--- src/rtl/exe_seq_pkg.sv ---
// Shared encodings for the execute-unit program sequencer: instruction classes,
// field positions and FSM states.
package exe_seq_pkg;

    localparam int unsigned INSTR_BITS = 20;

    localparam logic [1:0] CLS_ALU_R = 2'b00;
    localparam logic [1:0] CLS_ALU_I = 2'b01;
    localparam logic [1:0] CLS_BR    = 2'b10;
    localparam logic [1:0] CLS_HALT  = 2'b11;

    localparam int unsigned CLS_MSB  = 19;
    localparam int unsigned CLS_LSB  = 18;
    localparam int unsigned OPER_MSB = 17;
    localparam int unsigned OPER_LSB = 15;
    localparam int unsigned RD_MSB   = 14;
    localparam int unsigned RD_LSB   = 11;
    localparam int unsigned RS0_MSB  = 10;
    localparam int unsigned RS0_LSB  = 7;
    localparam int unsigned RS1_MSB  = 6;
    localparam int unsigned RS1_LSB  = 3;
    localparam int unsigned IMM_MSB  = 5;
    localparam int unsigned IMM_LSB  = 0;
    localparam int unsigned MASK_MSB = 17;
    localparam int unsigned MASK_LSB = 14;

    typedef enum logic [1:0] {
        IDLE,
        FETCH,
        EXEC,
        WB
    } state_t;

endpackage

--- src/rtl/exe_seq_dec.sv ---
// Combinational instruction decoder: splits the instruction register into fields
// and resolves the flag-conditioned branch decision.
module exe_seq_dec
    import exe_seq_pkg::*;
#(
    parameter int unsigned PC_W = 6
) (
    input  logic [INSTR_BITS-1:0] i_ir,
    input  logic [3:0]            i_flag,
    output logic [1:0]            o_cls,
    output logic [2:0]            o_oper,
    output logic [3:0]            o_rd,
    output logic [3:0]            o_rs0,
    output logic [3:0]            o_rs1,
    output logic [5:0]            o_imm,
    output logic [PC_W-1:0]       o_target,
    output logic                  o_taken
);

    logic [3:0] w_mask;

    assign o_cls    = i_ir[CLS_MSB:CLS_LSB];
    assign o_oper   = i_ir[OPER_MSB:OPER_LSB];
    assign o_rd     = i_ir[RD_MSB:RD_LSB];
    assign o_rs0    = i_ir[RS0_MSB:RS0_LSB];
    assign o_rs1    = i_ir[RS1_MSB:RS1_LSB];
    assign o_imm    = i_ir[IMM_MSB:IMM_LSB];
    assign o_target = i_ir[PC_W-1:0];
    assign w_mask   = i_ir[MASK_MSB:MASK_LSB];

    // An empty mask means an unconditional branch.
    assign o_taken = (w_mask == 4'd0) || ((w_mask & i_flag) != 4'd0);

endmodule

--- src/rtl/exe_seq.sv ---
// Program sequencer: fetch / execute / writeback loop driving the ALU and register
// file, with flag-conditioned branches and a HALT that hands control back to the host.
module exe_seq
    import exe_seq_pkg::*;
#(
    parameter int unsigned PC_W    = 6,
    parameter int unsigned INSTR_W = 20
) (
    input  logic               i_clk,
    input  logic               i_rsn,
    input  logic               i_start,
    input  logic [INSTR_W-1:0] i_instr,
    input  logic               i_instr_valid,
    input  logic [5:0]         i_alu_data,
    input  logic [3:0]         i_alu_flag,
    output logic [PC_W-1:0]    o_pc,
    output logic               o_fetch,
    output logic [2:0]         o_oper,
    output logic [3:0]         o_reg0,
    output logic [3:0]         o_reg1,
    output logic [5:0]         o_data,
    output logic               o_imm,
    output logic [3:0]         o_reg2,
    output logic [5:0]         o_data2,
    output logic               o_we,
    output logic [3:0]         o_flag,
    output logic               o_busy,
    output logic               o_done
);

    state_t              r_state;
    logic [PC_W-1:0]     r_pc;
    logic [INSTR_W-1:0]  r_ir;
    logic [5:0]          r_res;
    logic [3:0]          r_flag;
    logic                r_busy;

    logic [1:0]      w_cls;
    logic [2:0]      w_oper;
    logic [3:0]      w_rd;
    logic [3:0]      w_rs0;
    logic [3:0]      w_rs1;
    logic [5:0]      w_imm;
    logic [PC_W-1:0] w_target;
    logic            w_taken;
    logic            w_exec;
    logic            w_exec_alu;
    logic            w_exec_imm;

    exe_seq_dec #(
        .PC_W(PC_W)
    ) u_dec (
        .i_ir    (r_ir),
        .i_flag  (r_flag),
        .o_cls   (w_cls),
        .o_oper  (w_oper),
        .o_rd    (w_rd),
        .o_rs0   (w_rs0),
        .o_rs1   (w_rs1),
        .o_imm   (w_imm),
        .o_target(w_target),
        .o_taken (w_taken)
    );

    always_ff @(posedge i_clk or negedge i_rsn) begin
        if (!i_rsn) begin
            r_state <= IDLE;
            r_pc    <= '0;
            r_ir    <= '0;
            r_res   <= '0;
            r_flag  <= '0;
            r_busy  <= 1'b0;
        end else begin
            unique case (r_state)
                IDLE: begin
                    if (i_start) begin
                        r_state <= FETCH;
                        r_pc    <= '0;
                        r_flag  <= '0;
                        r_busy  <= 1'b1;
                    end
                end
                FETCH: begin
                    if (i_instr_valid) begin
                        r_ir    <= i_instr;
                        r_state <= EXEC;
                    end
                end
                EXEC: begin
                    unique case (w_cls)
                        CLS_ALU_R, CLS_ALU_I: begin
                            r_res   <= i_alu_data;
                            r_flag  <= i_alu_flag;
                            r_state <= WB;
                        end
                        CLS_BR: begin
                            r_pc    <= w_taken ? w_target : r_pc + PC_W'(1);
                            r_state <= FETCH;
                        end
                        CLS_HALT: begin
                            r_busy  <= 1'b0;
                            r_state <= IDLE;
                        end
                        default: r_state <= IDLE;
                    endcase
                end
                WB: begin
                    r_pc    <= r_pc + PC_W'(1);
                    r_state <= FETCH;
                end
                default: r_state <= IDLE;
            endcase
        end
    end

    // Operand and writeback ports are gated so they read 0 outside their own cycle.
    assign w_exec     = (r_state == EXEC);
    assign w_exec_alu = w_exec && ((w_cls == CLS_ALU_R) || (w_cls == CLS_ALU_I));
    assign w_exec_imm = w_exec && (w_cls == CLS_ALU_I);

    assign o_pc    = r_pc;
    assign o_fetch = (r_state == FETCH);
    assign o_oper  = w_exec_alu ? w_oper : 3'd0;
    assign o_reg0  = w_exec_alu ? w_rs0 : 4'd0;
    assign o_reg1  = w_exec_alu ? w_rs1 : 4'd0;
    assign o_imm   = w_exec_imm;
    assign o_data  = w_exec_imm ? w_imm : 6'd0;
    assign o_we    = (r_state == WB);
    assign o_reg2  = o_we ? w_rd : 4'd0;
    assign o_data2 = o_we ? r_res : 6'd0;
    assign o_flag  = r_flag;
    assign o_busy  = r_busy;
    assign o_done  = w_exec && (w_cls == CLS_HALT);

endmodule

--- config.mk ---
export PLATFORM = sky130hd
export DESIGN_NAME = exe_seq
export DESIGN_NICKNAME = d
export VERILOG_FILES = /design/src/rtl/exe_seq_pkg.sv /design/src/rtl/exe_seq_dec.sv /design/src/rtl/exe_seq.sv
export SDC_FILE = /design/constraint.sdc
export NUM_CORES = 1
export LEC_CHECK = 0
export CAP_MARGIN = 10
export CELL_PAD_IN_SITES_DETAIL_PLACEMENT = 2
export CELL_PAD_IN_SITES_GLOBAL_PLACEMENT = 2
export CORE_ASPECT_RATIO = 1.75
export CORE_MARGIN = 4
export CORE_UTILIZATION = 28
export DETAILED_ROUTE_END_ITERATION = 7
export GPL_TIMING_DRIVEN = 0
export PLACE_DENSITY = 0.9
export SYNTH_ARGS = -nofsm -noshare
export SYNTH_HDL_FRONTEND = slang
export SYNTH_SLANG_ARGS = --single-unit
--- constraint.sdc ---
create_clock -name i_clk -period 3.3 [get_ports i_clk]
set_clock_uncertainty 0.2 [all_clocks]
set_input_delay 0.66 -clock i_clk [delete_from_list [all_inputs] [get_ports i_clk]]
set_output_delay 0.66 -clock i_clk [all_outputs]
set_load 0.01 [all_outputs]
# Yosys cells after proc, flatten, opt, wreduce, memory -nomap -nowiden
# Index checks and enable logic that the tools add are counted.
# W data, S select, Z words.
# classes
n_addsub,1
mul,0
div_mod_pow,0
magnitude_cmp,0
eq_ne,11
shifts,0
n_mux,20
bitwise,1
n_reduce_logical,18
# ops
operator,count
$mux W6,5
$mux W4,5
$pmux W6 S3,1
$reduce_and A3 Y1,3
$eq A2 B2 Y1 const B,4
$pmux W2 S4,1
$pmux W4 S2,1
$add A6 B1 Y6 const B,1
$ne A2 B1 Y1 const B,3
$pmux W2 S3,1
$reduce_and A2 Y1,3
$and A4 B4 Y4,1
$eq A2 B1 Y1 const B,2
$logic_not A2 Y1,2
$logic_not A4 Y1,1
$mux W2,2
$ne A2 B2 Y1 const B,2
$reduce_bool A4 Y1,1
$logic_and A1 B1 Y1,3
$mux W3,1
$reduce_bool A3 Y1,1
$logic_or A1 B1 Y1,2
$mux W1,2
$pmux W1 S2,1
other kinds (2),2
# totals
regBits,39
latch_bits,0
ram_bits,0
rom_bits,0
inputBits,34
output_inout_bits,42
elab_cells,57
memories,0

# Longest topological paths before layout
# logic_depth
depth_word,6
mapped_depth,7
ltp_nobuf,6

# Cells and area by module
# A second synthesis with hierarchy kept.
# unflattened
cells_unflattened,213
area_unflattened_um2,2280.9
# by_module_without_submodules
mod,n_inst,cells_each,area_each_um2,seq_area_each_um2
exe_seq,1,180,2035.7,975.9
exe_seq_dec,1,33,245.2,0.0

# Least setup slack after synthesis
# Ideal clock, no wire load.
# synth_path
path_type,reg2out
start,register r_state[0]
end,output port o_data[0]
arrival_ns,1.479
required_time_ns,2.440
setup_slack_ns,0.961
path_stages_with_launch,7
n_path_buf,1
cell_sequence,dfrtp_1 > inv_1 > ha_1 > inv_2 > nor2_1 > buf_2 > and3_1
# synth_between
elab_chain_len,3
# synth_lines
element,line_no,text
"start, declared",exe_seq.sv:31,state_t r_state;
"start signal, assigned",exe_seq.sv:67,r_state <= IDLE;
"start signal, assigned",exe_seq.sv:77,r_state <= FETCH;
"start signal, assigned",exe_seq.sv:86,r_state <= EXEC;
$eq A2 B2 Y1,exe_seq.sv:117,assign w_exec = (r_state == EXEC);
$logic_and A1 B1 Y1,exe_seq.sv:119,assign w_exec_imm = w_exec && (w_cls == CLS_ALU_I);
$mux W6,exe_seq.sv:127,assign o_data = w_exec_imm ? w_imm : 6'd0;
"end, declared",exe_seq.sv:21,"output logic [5:0] o_data,"
# Every way passes these cells.

# Final worst setup path
# layout_path
start,register r_state[0]
end,output port o_data[5]
# Same word-level chain as after synthesis.

==> out/metrics.yaml <==
clocking:
  cts_buffers: 5
  clk_transition_reported_paths_ps: 60
  cts_tree: "done"
  h-tree-depth: 2
  cts_root_buffer: "clkbuf_16"
  numClockSinks: 39
  cts.path.max_buffers: 2
  clk_latency_ps: 280
pwr:
  p_sw_mw: 0.914
  cellLeakagePower_nw: 1.28
  switching_share_pct: 37.3
  irDropWorstVdd_mv: 0.428
  internal-power_mw: 1.53
  power_frac_comb_pct: 42.9
  p_per_area_mw_per_mm2: 793
  power_frac_clock_pct: 21.2
  p_seq_share_pct: 35.9
logic_synthesis:
  avgSynthCellArea_um2: 10.7
  ys.flop_type: "dfrtp_1"
  postSynthCellCount: 188
  syn-cell-area_mm2: 0.00202
  ys_async_sr_fraction_pct: 100
  ys_types: 36
  synth_edf_count: 0
  ys_seq_area_share_pct: 48.3
  synth_seq_cells: 39
  yosys_warnings: 0
  syn-num-nets: 227
timing:
  max_freq_ghz: 0.315
  finalSetupViolations: 0
  finalCritPeriodShare_pct: 96.3
  hold_viol_final: 0
  post-route-min-period_ps: 3180
  slew_viol_final: 0
  rsz0062_at_grt: "no"
  worstMarginPinSlew_ps: 631
  fin_setup_tns_ps: 0
  slew_headroom_pct: 57.8
  layout_setup_ws_ps: 123
route:
  drt_wl_total_um: 7000
  routed_via_density: 5.00
  wl_per_cell_um: 19.5
  drc: 0
  dr_total_vias: 1794
  drt-initial-drc-count: 64
  firstDrtPassIters: 4
  ant_nets: 0
outcome:
  outcome: "finished clean"
die:
  start_util_pct: 29.0
  die_height_um: 120
  rows: 40
  die-area_mm2: 0.00869
  fp.dieW_um: 72.2
  ios: 76
  core_mm2: 0.00696
placement:
  dp_hpwl_um: 5240
  pre_cts_slack_ps: -27.8
  place_congestion: 0.788
  dp_cells: 348
  io_buffers: 75
global_routing:
  grtUsageTotal_pct: 17.1
  grt_max_degree: 38
  grt_pass1_vias: 2099
  antenna_found_initial: 0
  grt_pass1_wl_um: 11400
  overflow: 0
worst_setup_path:
  cp_max_fo: 10
  crit_required_ps: 2440
  arrival_ps: 2320
  end_kind: "output port"
  startpoint_type: "flip-flop"
  path_class: "flip-flop to output port"
final_layout:
  nets: 313
  area_growth_pct: 52.9
  fin_cells: 359
  drive_gt1_share_pct: 16.0
  fillers: 756
  antenna_cells: 0
job:
  max_cap_violations: 0
min_path:
  hold_path_class: "flip-flop to flip-flop"
==> registers in the layout, summed over array words and instances (netlist names) <==
name     cells
r_res        6
o_pc         6
r_state      2
o_flag       4
r_ir        20
o_busy       1
==> cell usage after synthesis, types with 3 or more instances <==
library cell	count	area share, %
nand3_1	3	0.74
and2_1	22	6.8
a22oi_1	3	1.1
dfrtp_1	39	48
mux2_2	24	13
nand2_1	10	1.9
inv_1	9	1.7
nor2_1	6	1.1
o21ai_0	10	2.5
a21oi_1	7	1.7
clkbuf_1	7	1.3
nand4_1	5	1.5
ha_1	5	3.1
and3_1	8	2.5
==> power groups by stage <==
stage	registers (mW)	clock network (mW)	logic (mW)
after floorplan	0.827	0	0.625
after global placement	0.854	0	0.981
after detailed placement	0.878	0	1.03
after CTS	0.883	0.526	1.06
after global routing	0.910	0.547	1.16
final	0.879	0.519	1.05
==> layout by cell type (no fill, tap or decap), types with 2 or more instances in the layout <==
cell type,count
mux2_1,2
o22ai_1,2
nor2_1,5
clkdlybuf4s50_1,74
clkbuf_16,5
o21ai_0,10
o221ai_1,2
inv_1,9
nand2_1,10
nand4_1,5
ha_1,5
buf_2,2
nand2b_1,2
a21oi_1,7
mux2i_1,2
clkbuf_1,6
a22o_1,2
a22oi_1,3
and3_1,8
mux2_2,24
clkbuf_8,2
nand3_1,3
and2_1,22
a311oi_1,2
dfrtp_1,39
buf_4,2
==> area by class of cell <==
class,count,area (um^2),area share (%)
plain buffers,9,40.0,1.30
clock buffers,7,153,4.95
clock inverters,1,7.51,0.243
inverters,10,37.5,1.22
multi-input cells,130,977,31.7
flip-flops and latches,39,976,31.6
well taps,84,105,3.40
repair buffers,79,791,25.6
==> path summary, 6_finish.rpt <==
path,startpoint,to,slack (ps),depth (start not counted)
worst max-delay path,r_state[0],o_data[5],120,7
worst min-delay path,r_res[4],r_res[4],280,1
worst max register to register,r_state[0],o_pc[4],1050,6
worst min register to register,r_res[4],r_res[4],280,1
max in group asynchronous,i_rsn,r_state[0],1980,3
min in group asynchronous,i_rsn,o_pc[3],500,2
==> timing repair <==
item	CTS	global route
cloned	0	0
endpoints found under the hold margin	2	0
endpoints found under the setup margin	18	18
pin swaps	0	1
gates resized for setup	3	1
setup buffers	0	2
hold buffers	1	0
==> cells by family after synthesis <==
group | Yosys count | share of synthesized area [%]
flip-flops | 39 | 48.3
XOR/XNOR | 1 | 0.434
AO/OA/AOI/OAI | 35 | 12.0
adder cells (fa/ha/maj) | 5 | 3.10
buffers and inverters | 19 | 3.66
AND/OR/NAND/NOR | 61 | 17.0
multiplexers | 28 | 15.5
==> routing by layer <==
metal	vias to the layer above	track usage, %	part of all wire (%)
met5	-	0	0
met4	0	5.65	1.9
met3	8	3.66	4.1
met2	42	32.5	58
met1	908	17.8	36
li1	836	-	-
==> per-stage QoR <==
stage / hold slack, ps / area (um^2) / utilization, % / power, mW
after floorplan: 164 / 2020 / - / 1.45
after global placement: 260 / 2880 / 41.3 / 1.84
after detailed placement: 273 / 2890 / 41.5 / 1.91
after CTS: 286 / 3070 / 44.1 / 2.47
after global routing: 309 / 3090 / 44.4 / 2.62
final: 277 / 3090 / 44.4 / 2.45
==> worst max-delay path: stages (launching register included) <==
cell	delay, ps
dfrtp_1	410
inv_1	100
ha_1	240
inv_2	120
nor2_4	170
clkbuf_4	240
and3_1	190
clkdlybuf4s50_1	570
Power figures use the tool's default switching activity.
==> variant 1 (config.mk and constraints unchanged) <==
The 4 states of `state_t` get a Gray code encoding in 2 bits.
--- a/src/rtl/exe_seq_pkg.sv
+++ b/src/rtl/exe_seq_pkg.sv
@@ -25,10 +25,10 @@
     localparam int unsigned MASK_LSB = 14;
 
     typedef enum logic [1:0] {
-        IDLE,
-        FETCH,
-        EXEC,
-        WB
+        IDLE  = 2'b00,
+        FETCH = 2'b01,
+        EXEC  = 2'b11,
+        WB    = 2'b10
     } state_t;
 
 endpackage
Check against the original RTL: same outputs for any inputs over 10 cycles, from zero or initial values; not proved beyond that.
==> variant 1 against the original RTL <==
- synthesized cell count down 4.8%
- synthesized area down 5.1%
- setup slack better by 61 ps
- wire length down 7.1%
- worst hold slack worse by 200 ps
- final area down 5.4%
- sequential cell count unchanged
- core utilization down 0.059 points
- register-to-register slack better by 120 ps
- total power up 6.8%
- critical endpoint is now o_reg2[0]
==> variant 1: results (changes against the original RTL) <==
share of cells above drive strength 1: 0.153 (-0.00674)
DR pass1 iterations: 2 (-2)
first-pass GRT wire length: 10.3 mm (-9.9%)
Synth Area in Compound Gates: 0.124 (+0.00444)
fillers: 704 (-6.9%)
CTS root buffer: clkbuf_16
vias in the first global route: 1926 (-8.2%)
Worst Path Max Fanout: 10 (unchanged)
sequential share of the synthesized area: 0.509 (+0.0259)
worst slack at placement: 224 ps (+252 ps)
leakage: 1.24 nW (-2.7%)
Post-Synth Adder-Cell Area: 0.00653 (-0.0245)
via/cell ratio: 4.93 (-1.3%)
Hold Path Class: in -> async
xor/xnor cell area share of the yosys netlist: 0 (-0.00434)
post-synthesis mux area share: 0.123 (-0.0322)
status: finished, final reports clean
Worst slew margin: 0.623 (+0.0443)
Max IR drop VDD: 0.370 mV (-14%)
Synth Net Count: 214 (-5.7%)
nets: 297 (-5.1%)
largest net degree at the start of global routing: 29 (-24%)
Initial DRC Count: 50 (-22%)
largest cells by area after synthesis: dfrtp_1 51%, mux2_2 12%, and2_1 7.5%, nand2_1 4.7%, and3_1 2.9%
Synth top cells by count: 39 x dfrtp_1, 24 x nand2_1, 23 x and2_1, 20 x mux2_2, 9 x and3_1
Yosys cell types: 33 (-8.3%)
Routed wire per std cell: 18.9 µm (-2.8%)
GRT Util Overall: 0.159 (-0.0117)
Clock Tree Buf Depth: 2 (unchanged)
routability cong.: 0.749 (-5.0%)
DPL Wire Length: 5.18 mm (-1.1%)
## variant 1: logic make-up after synthesis
group	count (synthesis)
mux	21
buf+inv	11
fa+ha+maj	1
compound gates	31
flops	39
simple gates	76
## variant 1: final cells by class
cell class | instances | area [µm²] | area share
sequential | 39 | 976 | 0.334
multi-input combinational | 129 | 897 | 0.307
timing repair buffer | 76 | 766 | 0.262
clock buffer | 6 | 129 | 0.0441
tap | 82 | 103 | 0.0351
buffer | 9 | 41.3 | 0.0141
inverter | 2 | 7.51 | 0.00257
## variant 1: power by group
part	switching, mW	internal (mW)
logic	0.614	0.651
clock network	0.174	0.272
registers	0.188	0.715
## variant 1: metrics by stage
step,util,power (mW),hold slack (ps),instance area (µm²),cells
global route,0.443,2.79,96.0,2920,343
finish,0.443,2.61,77.0,2920,343
floorplan,-,1.59,164,1920,179
CTS,0.443,2.65,82.9,2920,343
global placement,0.421,2.10,250,2770,336
detailed placement,0.423,2.18,259,2790,337
## variant 1: critical path: stages (launching register included)
cell and delay [ps]:
dfrtp_1 330, buf_2 200, nor2b_1 330, clkbuf_1 370
and2_1 190, clkdlybuf4s50_1 560
## variant 1: path summary, 6_finish.rpt
kind                             from        end  slack (ps)  cells after the start
setup reg to reg            o_flag[0]    o_pc[3]        1170                      4
hold reg to reg              r_res[1]   r_res[1]         270                      2
max in group asynchronous       i_rsn   r_ir[14]        2370                      2
setup / recovery           r_state[1]  o_reg2[0]         180                      5
hold / removal                  i_rsn   r_ir[10]          80                      1
min in group i_clk           r_res[1]   r_res[1]         270                      2
## variant 1: routing by layer
metal / GRT usage / wire length [µm] / vias up
li1: - / - / 788
met1: 0.156 / 2200 / 862
met2: 0.318 / 3980 / 34
met3: 0.0248 / 195 / 8
met4: 0.0624 / 119 / 0
met5: 0 / 0 / -
## variant 1: what timing repair did
item                                    CTS  global route
cloned                                    0             0
hold endpoints to repair                  0             0
gates resized for setup                   2             1
endpoints found under the setup margin   13            14
